==> config.mk <==
export PLATFORM = sky130hd
export DESIGN_NAME = apple_video_fetch
export DESIGN_NICKNAME = d
export VERILOG_FILES = /design/src/rtl/apple_video_fetch.sv
export SDC_FILE = /design/constraint.sdc
export NUM_CORES = 1
export LEC_CHECK = 0
export ABC_CLOCK_PERIOD_IN_PS = 2400
export CAP_MARGIN = 40
export CORE_AREA = 2 2 122 124
export DETAILED_ROUTE_END_ITERATION = 10
export DIE_AREA = 0 0 124 126
export GPL_TIMING_DRIVEN = 0
export PLACE_DENSITY = 0.7
export RECOVER_POWER = 100
export SLEW_MARGIN = 25
export SYNTH_ARGS = -nofsm -noshare
export SYNTH_HDL_FRONTEND = slang
export SYNTH_SLANG_ARGS = --single-unit
==> constraint.sdc <==
create_clock -name clk_logic -period 2.4 [get_ports clk_logic]
set_input_delay 0.72 -clock clk_logic [delete_from_list [all_inputs] [get_ports clk_logic]]
set_output_delay 0.72 -clock clk_logic [all_outputs]
set_load 0.05 [all_outputs]
==> src/rtl/apple_video_fetch.sv <==
// Apple II line fetch: interleaved base address, 20 word reads, 40 (main,aux) columns on a valid/ready stream.
// First column three cycles after line start; reads throttle on FIFO room, outputs hold while pix_ready_i is low.

module sync_fifo #(
   parameter int WIDTH = 32,
   parameter int DEPTH = 4
) (
   input  logic                     clk,
   input  logic                     rst_n,
   input  logic                     flush,
   input  logic                     push,
   input  logic [WIDTH-1:0]         push_dat,
   input  logic                     pop,
   output logic [WIDTH-1:0]         pop_dat,
   output logic [$clog2(DEPTH):0]   count,
   output logic                     empty
);
   localparam int AW = $clog2(DEPTH);

   logic [WIDTH-1:0] mem [DEPTH];
   logic [AW-1:0]    wr_ptr;
   logic [AW-1:0]    rd_ptr;

   always_ff @(posedge clk or negedge rst_n) begin
      if (!rst_n) begin
         wr_ptr <= '0;
         rd_ptr <= '0;
         count  <= '0;
      end else if (flush) begin
         wr_ptr <= '0;
         rd_ptr <= '0;
         count  <= '0;
      end else begin
         if (push) wr_ptr <= wr_ptr + 1'b1;
         if (pop)  rd_ptr <= rd_ptr + 1'b1;
         case ({push, pop})
            2'b10:   count <= count + 1'b1;
            2'b01:   count <= count - 1'b1;
            default: count <= count;
         endcase
      end
   end

   always_ff @(posedge clk) begin
      if (push && !flush) mem[wr_ptr] <= push_dat;
   end

   assign pop_dat = mem[rd_ptr];
   assign empty   = (count == '0);
endmodule

module apple_video_fetch #(
   parameter int FIFO_WORDS = 4
) (
   input  logic        clk_logic,
   input  logic        system_reset_n,
   input  logic        line_start_i,
   input  logic [7:0]  line_i,
   input  logic        text_mode_i,
   input  logic        mixed_mode_i,
   input  logic        hires_mode_i,
   input  logic        page2_i,
   input  logic        store80_i,
   output logic [15:0] video_address_o,
   output logic        video_rd_o,
   input  logic [31:0] video_data_i,
   output logic        pix_valid_o,
   input  logic        pix_ready_i,
   output logic [7:0]  pix_main_o,
   output logic [7:0]  pix_aux_o,
   output logic [5:0]  pix_col_o,
   output logic        pix_last_o,
   output logic        busy_o,
   output logic        line_done_o
);
   localparam int CW = $clog2(FIFO_WORDS) + 1;
   localparam logic [CW:0] FIFO_LIM = FIFO_WORDS[CW:0];

   typedef enum logic [1:0] {IDLE, FETCH, DRAIN} state_t;

   state_t        state, state_nxt;
   logic [15:0]   base_q;
   logic [4:0]    rd_cnt;
   logic          rd_q;
   logic [5:0]    col_cnt;

   logic          start_vld, text_sel, hires_sel, pg;
   logic [4:0]    row;
   logic [15:0]   text_base, hires_base;
   logic [CW:0]   occ_sum;
   logic          pix_hs, last_hs, fifo_pop, fifo_empty;
   logic [31:0]   fifo_dat;
   logic [CW-1:0] fifo_count;

   assign start_vld = line_start_i && (line_i <= 8'd191);
   assign text_sel  = text_mode_i || (mixed_mode_i && (line_i >= 8'd160));
   assign hires_sel = !text_sel && hires_mode_i;
   assign pg        = page2_i && !store80_i;
   assign row       = line_i[7:3];

   // Lores shares the text layout; only hires uses the 1 KB-per-line-bit interleave.
   assign text_base  = (pg ? 16'h0800 : 16'h0400) + {6'b0, row[2:0], 7'b0}
                     + 16'(row[4:3]) * 16'd40;
   assign hires_base = (pg ? 16'h4000 : 16'h2000) + {3'b0, line_i[2:0], 10'b0}
                     + {6'b0, line_i[5:3], 7'b0} + 16'(line_i[7:6]) * 16'd40;

   // A read issued last cycle is counted against FIFO room until its data lands.
   assign occ_sum         = {1'b0, fifo_count} + {{CW{1'b0}}, rd_q};
   assign video_rd_o      = (state == FETCH) && !start_vld && (occ_sum < FIFO_LIM);
   assign video_address_o = base_q + {10'b0, rd_cnt, 1'b0};
   assign busy_o          = (state != IDLE);

   assign pix_valid_o = !fifo_empty;
   assign pix_col_o   = col_cnt;
   assign pix_last_o  = pix_valid_o && (col_cnt == 6'd39);
   assign pix_main_o  = !pix_valid_o ? 8'h00 : (col_cnt[0] ? fifo_dat[23:16] : fifo_dat[7:0]);
   assign pix_aux_o   = !pix_valid_o ? 8'h00 : (col_cnt[0] ? fifo_dat[31:24] : fifo_dat[15:8]);
   assign pix_hs      = pix_valid_o && pix_ready_i;
   assign fifo_pop    = pix_hs && col_cnt[0];
   assign last_hs     = pix_hs && pix_last_o && (state == DRAIN);

   sync_fifo #(.WIDTH(32), .DEPTH(FIFO_WORDS)) u_fifo (
      .clk      (clk_logic),
      .rst_n    (system_reset_n),
      .flush    (start_vld),
      .push     (rd_q),
      .push_dat (video_data_i),
      .pop      (fifo_pop),
      .pop_dat  (fifo_dat),
      .count    (fifo_count),
      .empty    (fifo_empty)
   );

   always_comb begin
      state_nxt = state;
      case (state)
         IDLE:    if (start_vld) state_nxt = FETCH;
         FETCH:   if (start_vld) state_nxt = FETCH;
                  else if (video_rd_o && (rd_cnt == 5'd19)) state_nxt = DRAIN;
         DRAIN:   if (start_vld) state_nxt = FETCH;
                  else if (last_hs) state_nxt = IDLE;
         default: state_nxt = IDLE;
      endcase
   end

   always_ff @(posedge clk_logic or negedge system_reset_n) begin
      if (!system_reset_n) begin
         state       <= IDLE;
         base_q      <= '0;
         rd_cnt      <= '0;
         rd_q        <= 1'b0;
         col_cnt     <= '0;
         line_done_o <= 1'b0;
      end else begin
         state       <= state_nxt;
         line_done_o <= last_hs;
         rd_q        <= video_rd_o;
         if (start_vld) begin
            base_q  <= hires_sel ? hires_base : text_base;
            rd_cnt  <= '0;
            col_cnt <= '0;
         end else begin
            if (video_rd_o) rd_cnt <= rd_cnt + 5'd1;
            if (pix_hs) col_cnt <= pix_last_o ? 6'd0 : col_cnt + 6'd1;
         end
      end
   end
endmodule

==> summary.md <==
| Metric | Value |
|---|---|
| Outcome | finished with violations |
| Violated checks | max-capacitance violations, max-slew violations, negative setup slack |
| Die H | 126 um |
| Distinct cells, synth | 44 |
| Worst Path Arrival | 2120 ps |
| GPL Wtd Cong | 0.774 |
| Placed Area | 0.00826 mm2 |
| Synth Flop Type | edfxtp_1 |
| Post-synthesis mux area share | 0.136 |
| Required @ worst endpoint | 1680 ps |
| Post-synth EDFFs | 128 |
| Hold Vio Cnt, Final | 0 |
| # hold bufs at CTS | 0 |
| TritonCTS clock tree | yes |
| Die Wd | 124 um |
| Synth area leader | edfxtp_1 |
| Synth Area in Simple Gates | 0.0867 |
| Setup Skew | 7.11 ps |
| Final instance area | 0.00935 mm2 |
| CTS max path bufs | 2 |
| Commonest non-fill, non-tap cells in the layout | 128 x edfxtp_1, 35 x dlygate4sd3_1, 32 x mux4_2, 32 x buf_6, 29 x nand2_1 |
| Slew margin rel. | -0.00994 |
| Final setup viols | 29 |
| CP Launch Type | register |
| Initial antenna violation count | 1 |
| Routed wire per std cell | 19.4 um |
| Filler cell count in the final layout | 991 |
| Critical path endpoint category | primary output |
| Worst-path clk slew | 60 ps |
| Initial DRC count | 229 |
| HP Class | in2async |
| Most common cell after layout, fill and taps aside | edfxtp_1 |
| Vias post-DR | 3956 |
| Final ANT Viol Nets | 0 |
| TritonRoute pass-1 iters | 4 |
| Final nets | 608 |
| Synth Area in XOR/XNOR | 0.0233 |
| Most area-consuming cells after synthesis | edfxtp_1 57%, dfrtp_1 12%, mux4_2 11%, mux2i_1 3.0%, nor2_1 2.0% |
| Post-synth net total | 465 |
| Area share of fa/ha/maj cells after synthesis | 0.0226 |
| # IOs | 92 |
| Max Fanout on Critical Path | 4 |
| Total GRT Usage | 0.200 |
| RSZ-0062 raised after global routing | true |
| Vias in the first global route | 4122 |
| First-pass GRT wire length | 22.7 mm |
| Period minus WS final | 2840 ps |
| FFs w/ async S/R, synth | 0.200 |
| Fin cells | 745 |
| Clock Tree Root | clkbuf_16 |
| Core area | 0.0143 mm2 |
| Total gr overflow | 0 |
| Vias per cell | 5.31 |
| Detailed placement HPWL | 9.11 mm |
| Ratio of cells with drive above 1 in the final layout | 0.370 |
| Initial Util | 0.472 |
| Port buffer count | 90 |
| H-tree levels | 4 |
| Synth-to-Final Area Change | 38.5% |
| Clk_lat worst skew | 410 ps |
| Placed cells | 685 |
| Final hold slack | 188 ps |
| Peak VDD IR | 0.632 mV |
| Avg Inst Size Synth | 16.7 um2 |
| Total clock sinks | 160 |
| Power Dens Cells | 1140 mW/mm2 |
| Final Routed Wirelength | 14.5 mm |
| Yosys warns | 0 |
| Worst-margin pin slew | 1510 ps |
| Largest family of logic cells by synthesized area | multiplexers |
| Compound-Gate Fraction of Synth Area | 0.0259 |
| Leak pwr | 3.47 nW |
| Final Cycle Share | 1.18 |
| Die area | 0.0156 mm2 |
| Critical path type | reg2out |
| Fmax | 352 MHz |
| Rows | 44 |
| Synth Register Bits | 160 |
| Sequential share of the synthesized area | 0.688 |
| Drt drc | 0 |
| CTS Buf Count | 17 |
| Mapped cell area | 0.00675 mm2 |
| Syn Inst Count | 405 |
| Slew Viols, Final | 28 |
| Largest net degree at the start of global routing | 28 |
| Worst Slack Setup Final | -440 ps |
| Synth top area share | 0.569 |
| Max_cap viols | 1 |
-- critical path: stages, from the launching register on --
cell and delay (ps):
dfrtp_2 430, buf_4 160, fa_2 390, a21oi_4 230, buf_4 160, nor2_4 40
xor2_4 150, buf_6 150
-- final cells by class --
| class | instances | area, um2 | share of cell area |
|---|---|---|---|
| diodes | 1 | 2.50 | 0.000268 |
| plain buffers | 19 | 188 | 0.0201 |
| clock buffers | 20 | 437 | 0.0467 |
| clock inverters | 11 | 189 | 0.0202 |
| inverters | 3 | 11.3 | 0.00120 |
| multi-input cells | 222 | 2330 | 0.249 |
| flip-flops and latches | 160 | 4650 | 0.497 |
| well taps | 184 | 230 | 0.0246 |
| repair buffers | 125 | 1320 | 0.141 |
-- cells in the mapped netlist, types with 6 or more instances --
cell	count
a21oi_1	8
and3_1	9
buf_4	6
clkbuf_1	10
dfrtp_1	32
edfxtp_1	128
ha_1	9
mux2i_1	20
mux4_2	32
nand2_1	29
nand3_1	12
nor2_1	36
o21ai_0	7
xor2_1	13
-- cells by family (layout without fill, tap and decap cells) --
family,Yosys count,after routing
compound gates,25,25
buf+inv,23,178
simple gates,115,115
fa+ha+maj,11,11
mux,52,52
other cells,1,2
flops,160,160
xor+xnor,18,18
-- layer usage --
| metal | vias up | GRT usage | share of wire | wire length (um) |
|---|---|---|---|---|
| met5 | - | 0 | 0 | 0 |
| met4 | 0 | 0.0760 | 0.0083 | 120 |
| met2 | 112 | 0.334 | 0.52 | 7570 |
| li1 | 1833 | - | - | - |
| met1 | 2004 | 0.258 | 0.41 | 5970 |
| met3 | 7 | 0.0417 | 0.056 | 806 |
-- timing repair --
action	CTS	global route
pin swaps	15	15
cloned	3	0
setup endpoints to repair	99	34
setup buffers	18	14
gates resized for setup	281	26
-- flip-flops by register name (all words and copies together) (netlist names) --
| register | count |
|---|---|
| u_fifo.mem | 128 |
| base_q | 10 |
| pix_col_o | 6 |
| rd_cnt | 5 |
| u_fifo.count | 3 |
| state | 2 |
| u_fifo.rd_ptr | 2 |
| u_fifo.wr_ptr | 2 |
| line_done_o | 1 |
| rd_q | 1 |
-- power breakdown --
group          internal, mW  total, mW  switching (mW)  leakage, nW
sequential             3.46       3.65           0.190         1.58
clock                  1.83       2.85            1.01        0.301
combinational          1.77       4.20            2.43         1.59
-- metrics by stage --
| step | setup slack, ps | total power [mW] | TNS (ps) | util |
|---|---|---|---|---|
| CTS | -489 | 10.8 | -10700 | 0.652 |
| global placement | -1290 | 7.21 | -190990 | 0.567 |
| detailed placement | -1270 | 7.38 | -86000 | 0.577 |
| global route | -527 | 11.1 | -15990 | 0.653 |
| floorplan | -103 | 6.16 | -459 | - |
| finish | -440 | 10.7 | -9220 | 0.653 |
-- final timing paths --
path                                 startpoint                  to  slack (ps)  cells after the start
worst max-delay path                  rd_cnt[3]  video_address_o[9]        -440                      7
worst min-delay path             system_reset_n           rd_cnt[0]         190                      1
worst max register to register  u_fifo.count[2]     u_fifo.count[2]         130                      8
worst min register to register     pix_col_o[5]        pix_col_o[5]         510                      1
max in group asynchronous        system_reset_n     u_fifo.count[1]         380                      2
min in group clk_logic             pix_col_o[5]        pix_col_o[5]         510                      1
(Power assumes the default switching activity.)
